`src/rtl/bp_pma_arbiter.sv`:
```
// Two-requester arbiter sharing one PMA uncached lookup, with a single-entry response register.
// Build option BP_PMA_ARB_RR_EN selects round-robin ties; default is fixed backend priority.
module bp_pma_arbiter #(
    parameter int unsigned ptag_width_p        = 28,
    parameter int unsigned page_offset_width_p = 12,
    parameter int unsigned io_noc_did_width_p  = 3,
    parameter logic [63:0] dram_base_addr_gp   = 64'h0000_0000_8000_0000
) (
    input  logic                      clk_i,
    input  logic                      reset_i,
    input  logic [1:0]                req_v_i,
    input  logic [2*ptag_width_p-1:0] req_ptag_i,
    output logic [1:0]                req_yumi_o,
    output logic                      resp_v_o,
    output logic                      resp_id_o,
    output logic                      resp_uncached_o,
    output logic [ptag_width_p-1:0]   resp_ptag_o,
    input  logic                      resp_yumi_i
);

    localparam logic [63:0] dram_base_ptag_lp = dram_base_addr_gp >> page_offset_width_p;

    logic                    resp_v_q, resp_v_d;
    logic                    resp_id_q, resp_id_d;
    logic                    resp_uncached_q, resp_uncached_d;
    logic [ptag_width_p-1:0] resp_ptag_q, resp_ptag_d;

    logic                    can_accept;
    logic [1:0]              grant;
    logic                    win_id;
    logic [ptag_width_p-1:0] win_ptag;
    logic [63:0]             win_ptag_ext;
    logic                    win_uncached;

`ifdef BP_PMA_ARB_RR_EN
    logic last_grant_q, last_grant_d;
`endif

    assign can_accept = ~resp_v_q | resp_yumi_i;

    // Grant is suppressed during reset so no request is consumed in a cycle whose load is void.
    always_comb begin
        grant = 2'b00;
        if (!reset_i && can_accept) begin
            unique case (req_v_i)
                2'b01:   grant = 2'b01;
                2'b10:   grant = 2'b10;
`ifdef BP_PMA_ARB_RR_EN
                2'b11:   grant = last_grant_q ? 2'b01 : 2'b10;
`else
                2'b11:   grant = 2'b10;
`endif
                default: grant = 2'b00;
            endcase
        end
    end

    assign req_yumi_o   = grant;
    assign win_id       = grant[1];
    assign win_ptag     = win_id ? req_ptag_i[ptag_width_p +: ptag_width_p]
                                 : req_ptag_i[0 +: ptag_width_p];
    assign win_ptag_ext = 64'(win_ptag);
    assign win_uncached = (win_ptag_ext < dram_base_ptag_lp)
                        | (win_ptag[ptag_width_p-1 -: io_noc_did_width_p] != '0);

    always_comb begin
        resp_v_d        = resp_v_q;
        resp_id_d       = resp_id_q;
        resp_uncached_d = resp_uncached_q;
        resp_ptag_d     = resp_ptag_q;
        if (grant != 2'b00) begin
            resp_v_d        = 1'b1;
            resp_id_d       = win_id;
            resp_uncached_d = win_uncached;
            resp_ptag_d     = win_ptag;
        end else if (resp_yumi_i) begin
            resp_v_d = 1'b0;
        end
    end

`ifdef BP_PMA_ARB_RR_EN
    always_comb begin
        last_grant_d = last_grant_q;
        if (grant != 2'b00) begin
            last_grant_d = win_id;
        end
    end

    always_ff @(posedge clk_i) begin
        if (reset_i) begin
            last_grant_q <= 1'b1;
        end else begin
            last_grant_q <= last_grant_d;
        end
    end
`endif

    always_ff @(posedge clk_i) begin
        if (reset_i) begin
            resp_v_q        <= 1'b0;
            resp_id_q       <= 1'b0;
            resp_uncached_q <= 1'b0;
            resp_ptag_q     <= '0;
        end else begin
            resp_v_q        <= resp_v_d;
            resp_id_q       <= resp_id_d;
            resp_uncached_q <= resp_uncached_d;
            resp_ptag_q     <= resp_ptag_d;
        end
    end

    assign resp_v_o        = resp_v_q;
    assign resp_id_o       = resp_id_q;
    assign resp_uncached_o = resp_uncached_q;
    assign resp_ptag_o     = resp_ptag_q;

endmodule

```
`config.mk`:
```
export PLATFORM = sky130hd
export DESIGN_NAME = bp_pma_arbiter
export DESIGN_NICKNAME = d
export VERILOG_FILES = /design/src/rtl/bp_pma_arbiter.sv
export SDC_FILE = /design/constraint.sdc
export NUM_CORES = 1
export LEC_CHECK = 0
export ABC_AREA = 1
export CAP_MARGIN = 20
export CORE_ASPECT_RATIO = 1.5
export CORE_MARGIN = 2
export CORE_UTILIZATION = 36
export DETAILED_ROUTE_END_ITERATION = 6
export GPL_TIMING_DRIVEN = 0
export HOLD_SLACK_MARGIN = 0.05
export PLACE_DENSITY = 0.8
export REMOVE_ABC_BUFFERS = 1
export SLEW_MARGIN = 20
export SYNTH_ARGS = -nofsm -noshare
export SYNTH_HDL_FRONTEND = slang
export SYNTH_SLANG_ARGS = --single-unit
```
`constraint.sdc`:
```
create_clock -name clk_i -period 1.36 [get_ports clk_i]
set_input_delay 0.136 -clock clk_i [delete_from_list [all_inputs] [get_ports clk_i]]
set_output_delay 0.136 -clock clk_i [all_outputs]
set_load 0.1 [all_outputs]
```
# Yosys cells after proc, flatten, opt, wreduce, memory -nomap -nowiden

Cells that the tools add are included.

Input port bits: 61
Word-level logic and storage cells: 22
Bits in registers: 31
Output and inout port bits: 33

Muxes and demuxes: 5
Reductions and logical operators: 6
Bitwise logic cells: 3
Magnitude comparators: 1
Equality and inequality tests: 3

Operator list:

| cell                 | number |
|---|---|
| $lt 28x20->1 const B | 1 |
| $mux 28              | 1 |
| $eq 2x2->1 const B   | 2 |
| $pmux 2 s2           | 1 |
| $reduce_bool 2->1    | 2 |
| $reduce_bool 3->1    | 1 |
| $eq 2x1->1 const B   | 1 |
| $mux 1               | 2 |
| $mux 2               | 1 |
| $or 1x1->1           | 2 |
| $reduce_or 2->1      | 1 |
| $logic_and 1x1->1    | 1 |
| $logic_not 1->1      | 1 |
| $not 1->1            | 1 |

# Logic depth before layout (Yosys ltp)

Gate-level depths: netlist of the first run.

Depth after elaboration: 7
Gate-level depth with buffers: 9
Gate-level depth less buffers: 8

# Worst setup path after synthesis of the first run

Ideal clock, no wire load.

Kind: flip-flop to output port
Start: register resp_v_q (netlist: resp_v_o)
End: output port req_yumi_o[0]
Setup slack: -1097 ps
Data required time: 1224 ps
Path buffers: 0
Arrival time: 2321 ps
Stages on the path, launching flop included: 4
Cells stage by stage: dfxtp_1 -> nand2_4 -> nand3_1 -> nor2_1

Cells in the longest elaborated chain, start to end: 4

RTL lines:

| element                | line | source |
|---|---|---|
| from (decl)            | 23   | `logic resp_v_q, resp_v_d;` |
| from (signal assigned) | 105  | `resp_v_q <= resp_v_d;` |
| $not 1->1              | 39   | `assign can_accept = ~resp_v_q \| resp_yumi_i;` |
| $or 1x1->1             | 39   |  |
| $logic_and 1x1->1      | 44   | `if (!reset_i && can_accept) begin` |
| $mux 2                 | 44   |  |
| to (decl)              | 13   | `output logic [1:0] req_yumi_o,` |

No other way between the ends.

# Worst setup path after layout of the first run

Same ends and word-level chain as after synthesis.

==> impl_metrics.ini, run 1 <==
[floorplanning]
start_util_pct = 36.8
die_h_um = 81.2
die-area_um2 = 4500
std_cell_rows = 28
die_x_um = 55.5
io_pins = 94
core_area_um2 = 3890

[detailed_routing]
wl_mm = 4.68
post-route-drc-count = 0
wl_per_cell_um = 13.3
first_iter_violations = 42
vias = 1758
first_pass_iters = 4
vias_per_cell = 4.98
postRouteAntennaNets = 0

[place]
gp_congestion = 0.785
port_buffers = 93
dp_cells = 328
hpwl_mm = 2.78

[cells_and_area]
fin_cells = 353
final_cell_mix = 57 x clkdlybuf4s50_1, 37 x nand2_1, 35 x nor2_1
syn_to_final_growth_pct = 91.4
drive_above_1_share_pct = 25.3
diodes = 0
fin_nets = 369
final_common_cell = clkdlybuf4s50_1

[logic_synthesis]
syn-cell-area_um2 = 1430
ys_ff_latch = 31
syn-mean-instance-area_um2 = 6.98
synth.distinct_cells = 18
seq_area_frac_synth_pct = 43.4
netlist_instances = 205
ys.warnings.count = 0

[sta]
rsz0062_at_grt = yes
hold_viol_final = 0
setup_viol = 3
maxSlewViolCount = 0
tightest_slew_ns = 0.561
timing.final.crit_share_pct = 103
finalClockSkew_ns = 0.0104
fin_ws_ns = -0.0467
fmax_mhz = 711
finalHoldWorstSlack_ns = 0.249
min_period_ns = 1.41
slew_headroom_pct = 62.8

[global_routing]
antenna_found_initial = 0
grt_usage_pct = 20.8
first_global_vias = 1679
grt_pass1_wl_mm = 7.42
globalRouteOverflowTotal = 0
grt_max_degree = 40

[pwr]
irDropWorstVdd_mv = 0.784
power_frac_comb_pct = 42.2
p_switching_mw = 1.23
p_leak_nw = 1.11
total_power_mw = 3.02
p_int_mw = 1.78
pwr-share-clk_pct = 23.8
switching_share_pct = 40.9
p_seq_share_pct = 34.0
power_density_nw_per_um2 = 1100

[cts]
clk_pin_slew_ns = 0.07
clk_latency_ns = 0.28
htree_levels = 2
cts_tree = done
clk_path_buf_depth = 2
cts.sinks = 31
numCtsBuffers = 5
cts_root_buffer = clkbuf_8

[status]
violations = negative setup slack
outcome = complete, but fails checks

[setup_path]
startpoint_type = register
slowest_delay_ns = 0.33
critPathMaxFanout = 4
worstPathCellList = nand2_4 -> buf_6 -> nand3_4 -> nor2_4 -> buf_12
critPathRequiredTime_ns = 1.22
reg2reg_slack_ns = 0
r2r_cells = 8
slowest_stage = dfxtp_2
arrival_ns = 1.27
cp-end-kind = output pin
path_class = register to output pin

[run]
drv_cap = 0

[worst_hold_path]
hold_depth = 2
holdCritPathClass = primary input to register
area by class of cell:
| type | instances | area, um2 |
|---|---|---|
| Clock inverter | 1 | 5.00 |
| Timing Repair Buffer | 108 | 1120 |
| Fill cell | 323 | 1150 |
| Clock buffer | 6 | 82.6 |
| Multi-Input combinational cell | 156 | 801 |
| Tap cell | 45 | 56.3 |
| Inverter | 6 | 51.3 |
| Sequential cell | 31 | 622 |
what timing repair did:
action / 4_1_cts / 5_1_grt
hold buffers: 0 / 0
endpoints found under the setup margin: 64 / 25
resized for setup: 139 / 17
setup buffers: 6 / 9
pin swaps: 4 / 2
hold endpoints to repair: 0 / 0
gates cloned: 1 / 2
state kept, by name, summed over array words and instances, names as in the netlist:
name and count:
resp_id_o 1, resp_ptag_o 28, resp_v_o 1, resp_uncached_o 1
power by group through the flow:
stage	Sequential (mW)	Combinational [mW]	Clock, mW
after detailed placement	1.04	1.18	0
after floorplan	1.60	0.227	0
after global routing	1.03	1.34	0.784
final	1.03	1.27	0.719
after global placement	1.04	1.18	0
after CTS	1.03	1.21	0.746
metal layers:
layer / track usage (%) / wire, um / vias to the layer above
met4: 7.80 / 76 / 0
met2: 38.6 / 2440 / 72
met3: 6.37 / 315 / 10
met5: 0 / 0 / -
met1: 21.9 / 1840 / 784
li1: - / - / 892
critical path, delay by kind of cell, from the launching register on:
family | cells | cell delay, ns
buffers and inverters | 2 | 0.29
AND/OR/NAND/NOR | 3 | 0.36
flip-flops | 1 | 0.33
per-stage QoR:
step	util (%)	setup TNS [ns]	worst slack (ns)	cell area, um2
finish	70.4	-0.0774	-0.0467	2740
global route	70.4	-0.861	-0.0841	2740
CTS	66.7	-0.00000189	-0.00000189	2590
detailed placement	60.0	-68.50	-2.30	2330
global placement	60.0	-67.47	-2.30	2330
floorplan	-	-32.56	-1.14	1350
cells in the mapped netlist:
master | number | area, um2
a21oi_1 | 23 | 115
a31oi_1 | 6 | 37.5
buf_2 | 7 | 35.0
buf_4 | 3 | 22.5
buf_6 | 1 | 11.3
clkbuf_1 | 4 | 15.0
dfxtp_1 | 31 | 621
inv_1 | 3 | 11.3
inv_2 | 3 | 11.3
nand2_1 | 38 | 143
nand2_4 | 1 | 11.3
nand3_1 | 4 | 20.0
nand3_4 | 1 | 17.5
nand4_1 | 6 | 37.5
nor2_1 | 43 | 161
o211a_1 | 1 | 10.0
o21ai_0 | 11 | 55.1
o21ai_1 | 19 | 95.1
cell families (layout without fill, tap and decap cells):
| group | after synthesis | count (layout) | synth area share, % |
|---|---|---|---|
| AO/OA/AOI/OAI | 60 | 60 | 21.9 |
| AND/OR/NAND/NOR | 93 | 96 | 27.3 |
| flip-flops | 31 | 31 | 43.4 |
| buffers and inverters | 21 | 121 | 7.44 |
path summary, 6_finish.rpt:
kind                                                   start                           end
worst max-delay path                   resp_v_o$_SDFFE_PP0P_                 req_yumi_o[0]
worst min-delay path                                 reset_i         resp_v_o$_SDFFE_PP0P_
worst max register to register         resp_v_o$_SDFFE_PP0P_  resp_uncached_o$_SDFFE_PP0P_
worst min register to register  resp_ptag_o[10]$_SDFFE_PP0P_  resp_ptag_o[10]$_SDFFE_PP0P_
Note: power is estimated with default switching activity, not from simulation.
==> run 2: changes to the inputs <==
--- a/config.mk
+++ b/config.mk
@@ -9,13 +9,14 @@
 export CAP_MARGIN = 20
 export CORE_ASPECT_RATIO = 1.5
 export CORE_MARGIN = 2
-export CORE_UTILIZATION = 36
+export CORE_UTILIZATION = 38
 export DETAILED_ROUTE_END_ITERATION = 6
 export GPL_TIMING_DRIVEN = 0
 export HOLD_SLACK_MARGIN = 0.05
-export PLACE_DENSITY = 0.8
+export PLACE_DENSITY = 0.84
 export REMOVE_ABC_BUFFERS = 1
 export SLEW_MARGIN = 20
 export SYNTH_ARGS = -nofsm -noshare
 export SYNTH_HDL_FRONTEND = slang
 export SYNTH_SLANG_ARGS = --single-unit
+export TNS_END_PERCENT = 50
==> constraint.sdc (replaced) <==
create_clock -name clk_i -period 1.8 [get_ports clk_i]
set_input_delay 0.18 -clock clk_i [delete_from_list [all_inputs] [get_ports clk_i]]
set_output_delay 0.18 -clock clk_i [all_outputs]
set_load 0.1 [all_outputs]
==> impl_metrics.ini, run 2 (same netlist as run 1, synthesis figures left out) <==
[worst_hold_path]
hold_end = resp_ptag_o[15]$_SDFFE_PP0P_
holdCritPathClass = primary input to register
hold_depth = 2
worstHoldStart = reset_i

[floorplanning]
core_area_um2 = 3650
std_cell_rows = 27
die-area_um2 = 4280
die_h_um = 79.1
start_util_pct = 39.2
die_x_um = 54.1
io_pins = 94

[cts]
cts_tree = done
numCtsBuffers = 5
cts.sinks = 31
htree_levels = 2
clk_pin_slew_ns = 0.06
clk_latency_ns = 0.28
clk_path_buf_depth = 2
cts_root_buffer = clkbuf_8

[status]
outcome = finished, final reports clean

[global_routing]
grt_pass1_wl_mm = 6.78
globalRouteOverflowTotal = 0
antenna_found_initial = 0
first_global_vias = 1588
grt_max_degree = 40
grt_usage_pct = 21.5

[sta]
maxSlewViolCount = 0
timing.final.crit_share_pct = 96.3
rsz0062_at_grt = no
hold_viol_final = 0
tightest_slew_ns = 0.990
slew_headroom_pct = 34.2
final.setup.tns_ns = 0
setup_viol = 0
min_period_ns = 1.73
fmax_mhz = 577
finalClockSkew_ns = 0.00874

[setup_path]
slowest_stage = clkdlybuf4s50_1
r2r_cells = 8
critPathTopFamily = buffers and inverters
timing.rr.end = resp_ptag_o[3]$_SDFFE_PP0P_
worst-path-buf-inv = 3
path_class = primary input to output pin
critPathRequiredTime_ns = 1.62
startpoint_type = primary input
cp-end-kind = output pin
critPathMaxFanout = 10
arrival_ns = 1.55
slowest_delay_ns = 0.46
worstPathCellList = clkdlybuf4s50_1 -> inv_1 -> nand2_4 -> nand3_1 -> nor2_1 -> buf_2
reg2reg_slack_ns = 0.25
worstReg2RegStart = resp_v_o$_SDFFE_PP0P_

[place]
port_buffers = 93
gp_congestion = 0.728
hpwl_mm = 2.87
dp_cells = 326

[detailed_routing]
vias = 1660
wl_per_cell_um = 12.4
post-route-drc-count = 0
vias_per_cell = 4.91
wl_mm = 4.20
first_pass_iters = 4
postRouteAntennaNets = 0
first_iter_violations = 21

[pwr]
p_leak_nw = 1.11
power_density_nw_per_um2 = 889
irDropWorstVdd_mv = 0.584
total_power_mw = 2.14

[cells_and_area]
final_cell_mix = 58 x clkdlybuf4s50_1, 43 x nor2_1, 37 x nand2_1
drive_above_1_share_pct = 6.44
fin_nets = 355
diodes = 0
utilization_pct = 66.1
fillers = 337
largest_reg_flops = 28
fin_cells = 338
final_common_cell = clkdlybuf4s50_1
syn_to_final_growth_pct = 68.7

[run]
drv_cap = 0
run 2: changes by cell type in the layout (fill, tap and decap cells not counted), sizes merged:
cell,before,now
buf,17,6
dlygate4sd2,1,32
clkdlybuf4s15,29,0
clkdlybuf4s50,57,58
nand2,41,39
clkdlybuf4s18,3,0
run 2: worst max-delay path by stage:
stage	end	cells after the start	from	slack [ns]
6_report	req_yumi_o[0]	6	resp_yumi_i	0.07
5_1_grt	req_yumi_o[0]	6	resp_yumi_i	0.003
4_1_cts	req_yumi_o[0]	5	reset_i	0.003
3_5_place_dp	req_yumi_o[1]	5	reset_i	-1.92
3_3_place_gp	req_yumi_o[1]	5	reset_i	-1.96
2_1_floorplan	req_yumi_o[0]	3	resp_v_o$_SDFFE_PP0P_	-0.70
run 2: stage by stage:
stage	hold WS [ns]	instance area [um2]	worst slack, ns
after detailed placement	0.456	2330	-1.92
after CTS	0.461	2410	0.00333
after floorplan	0.249	1350	-0.702
after global placement	0.451	2330	-1.96
final	0.344	2410	0.0668
after global routing	0.353	2410	0.00277
run 2: power breakdown:
part           switching, mW  internal [mW]  leakage, nW
registers             0.0254          0.746        0.256
clock network          0.238          0.270       0.0422
logic                  0.629          0.235        0.810
total                  0.892           1.25         1.11
run 2: cell type report:
class	count	area, um2	area share, %
clock buffer	7	76.3	3.16
tap	43	53.8	2.23
inverter	6	35.0	1.45
clock inverter	1	5.00	0.207
multi-input combinational	154	721	29.9
timing repair buffer	96	901	37.3
sequential	31	621	25.7
run 2: worst reg2reg max path, stage by stage, from the launching register on:
cell and delay (ns):
dfxtp_1 0.33, nand2_4 0.15, nand3_4 0.13, buf_4 0.18
nand2_4 0.18, inv_6 0.15, nor2_1 0.11, o21ai_1 0.07
a21oi_1 0.16
run 2: routing by layer:
layer | up-vias | GRT usage (%) | wire length (um) | share of wire (%)
met5 | - | 0 | 0 | 0
met4 | 0 | 8.75 | 101 | 2.4
met3 | 10 | 8.83 | 335 | 8.0
met2 | 65 | 37.1 | 2110 | 50
met1 | 722 | 22.2 | 1650 | 39
li1 | 863 | - | - | -
run 2: repair_timing:
| action | CTS | global route |
|---|---|---|
| gates cloned | 1 | 0 |
| resized for setup | 51 | 4 |
| endpoints found under the setup margin | 64 | 21 |
| buffers inserted | 3 | 0 |
| hold buffers | 0 | 0 |
| pin swaps | 1 | 0 |
==> run 3: changes to the inputs <==
--- a/config.mk
+++ b/config.mk
@@ -7,7 +7,7 @@
 export LEC_CHECK = 0
 export ABC_AREA = 1
 export CAP_MARGIN = 20
-export CORE_ASPECT_RATIO = 1.5
+export CORE_ASPECT_RATIO = 0.7
 export CORE_MARGIN = 2
 export CORE_UTILIZATION = 38
 export DETAILED_ROUTE_END_ITERATION = 6
==> impl_metrics.ini, run 3 (same netlist as run 1, synthesis figures left out) <==
[sta]
tightest_slew_ns = 0.976
slew_headroom_pct = 35.2
maxSlewViolCount = 0
setup_viol = 0
min_period_ns = 1.71
finalClockSkew_ns = 0.00414
final.setup.tns_ns = 0
rsz0062_at_grt = no
timing.final.crit_share_pct = 94.7
fmax_mhz = 587
hold_viol_final = 0
finalHoldWorstSlack_ns = 0.349

[floorplanning]
std_cell_rows = 18
io_pins = 94
die_h_um = 55.3
core_area_um2 = 3560
die_x_um = 77.3
start_util_pct = 40.2
die-area_um2 = 4280

[setup_path]
critPathMaxFanout = 2
worst-path-buf-inv = 1
critPathRequiredTime_ns = 1.62
worstPathCellList = dlygate4sd2_1
arrival_ns = 1.53
reg2reg_slack_ns = 0.24
r2r_cells = 7
slowest_delay_ns = 0.87
worstReg2RegStart = resp_v_o$_SDFFE_PP0P_
slowest_stage = dlygate4sd2_1
path_class = register to output pin
startpoint_type = register
critPathTopFamily = buffers and inverters
timing.rr.end = resp_ptag_o[5]$_SDFFE_PP0P_
cp-end-kind = output pin

[global_routing]
first_global_vias = 1594
grt_usage_pct = 20.8
grt_pass1_wl_mm = 7.25
grt_max_degree = 40
globalRouteOverflowTotal = 0
antenna_found_initial = 0

[cells_and_area]
syn_to_final_growth_pct = 70.0
final_common_cell = clkdlybuf4s50_1
final_cell_mix = 58 x clkdlybuf4s50_1, 43 x nor2_1, 37 x nand2_1
fin_nets = 355
utilization_pct = 68.3
drive_above_1_share_pct = 6.80
largest_reg_flops = 28
diodes = 0
fin_cells = 344

[detailed_routing]
met1_length_mm = 1.95
first_pass_iters = 4
dr_wl_met2_mm = 1.95
post-route-drc-count = 0
postRouteAntennaNets = 0
highest_layer = met4
vias_per_cell = 4.79
routed-wl-met3_um = 311
wl_mm = 4.25
wl_per_cell_um = 12.3
first_iter_violations = 66
vias = 1647

[worst_hold_path]
hold_depth = 2
hold_end = resp_ptag_o[16]$_SDFFE_PP0P_
holdCritPathClass = primary input to register
worstHoldStart = reset_i

[cts]
clk_pin_slew_ns = 0.06
cts.sinks = 31
htree_levels = 2
cts_hold_buf = 0
cts_tree = done
cts_root_buffer = clkbuf_8
clk_path_buf_depth = 2
numCtsBuffers = 5
clk_latency_ns = 0.27

[place]
dp_cells = 333
hpwl_mm = 2.87
port_buffers = 93
gp_congestion = 0.788

[pwr]
total_power_mw = 2.17
power_density_nw_per_um2 = 894
irDropWorstVdd_mv = 0.522
p_leak_nw = 1.11

[status]
outcome = finished, final reports clean

[run]
drv_cap = 0
==> run 3: per-stage QoR <==
stage / area [um2] / setup WS (ns)
2_1_floorplan: 1350 / -0.702
3_3_place_gp: 2340 / -1.94
3_5_place_dp: 2340 / -1.95
4_1_cts: 2430 / 0.0232
5_1_grt: 2430 / 0.0390
6_report: 2430 / 0.0950
==> run 3: per-layer routing <==
metal	global-route usage (%)	vias to the layer above
li1	-	865
met1	24.7	724
met2	36.0	53
met3	7.35	5
met4	4.59	0
met5	0	-
==> run 3: layout make-up <==
cell class,count,area (um2)
clock buffer,6,82.6
sequential,31,621
clock inverter,1,5.00
multi-input combinational,154,721
timing repair buffer,96,907
tap,50,62.6
inverter,6,32.5
fill,333,1130
==> run 3: where the power goes <==
| part | total [mW] | switching, mW | internal [mW] |
|---|---|---|---|
| clock network | 0.537 | 0.237 | 0.299 |
| registers | 0.771 | 0.0251 | 0.746 |
| logic | 0.865 | 0.628 | 0.237 |
| total | 2.17 | 0.891 | 1.28 |
==> run 3: worst max path at each step <==
stage	startpoint	end	slack, ns	cells after the start
floorplan	resp_v_o$_SDFFE_PP0P_	req_yumi_o[0]	-0.70	3
global placement	reset_i	req_yumi_o[1]	-1.94	5
detailed placement	reset_i	req_yumi_o[1]	-1.95	5
CTS	reset_i	req_yumi_o[1]	0.02	5
global route	resp_v_o$_SDFFE_PP0P_	resp_v_o	0.04	1
finish	resp_v_o$_SDFFE_PP0P_	resp_v_o	0.09	1
==> run 3: what timing repair did <==
item,4_1_cts,5_1_grt
gates resized for setup,53,3
pin swaps,1,0
buffers inserted,3,0
hold endpoints to repair,0,0
cloned,1,0
endpoints found under the setup margin,64,20
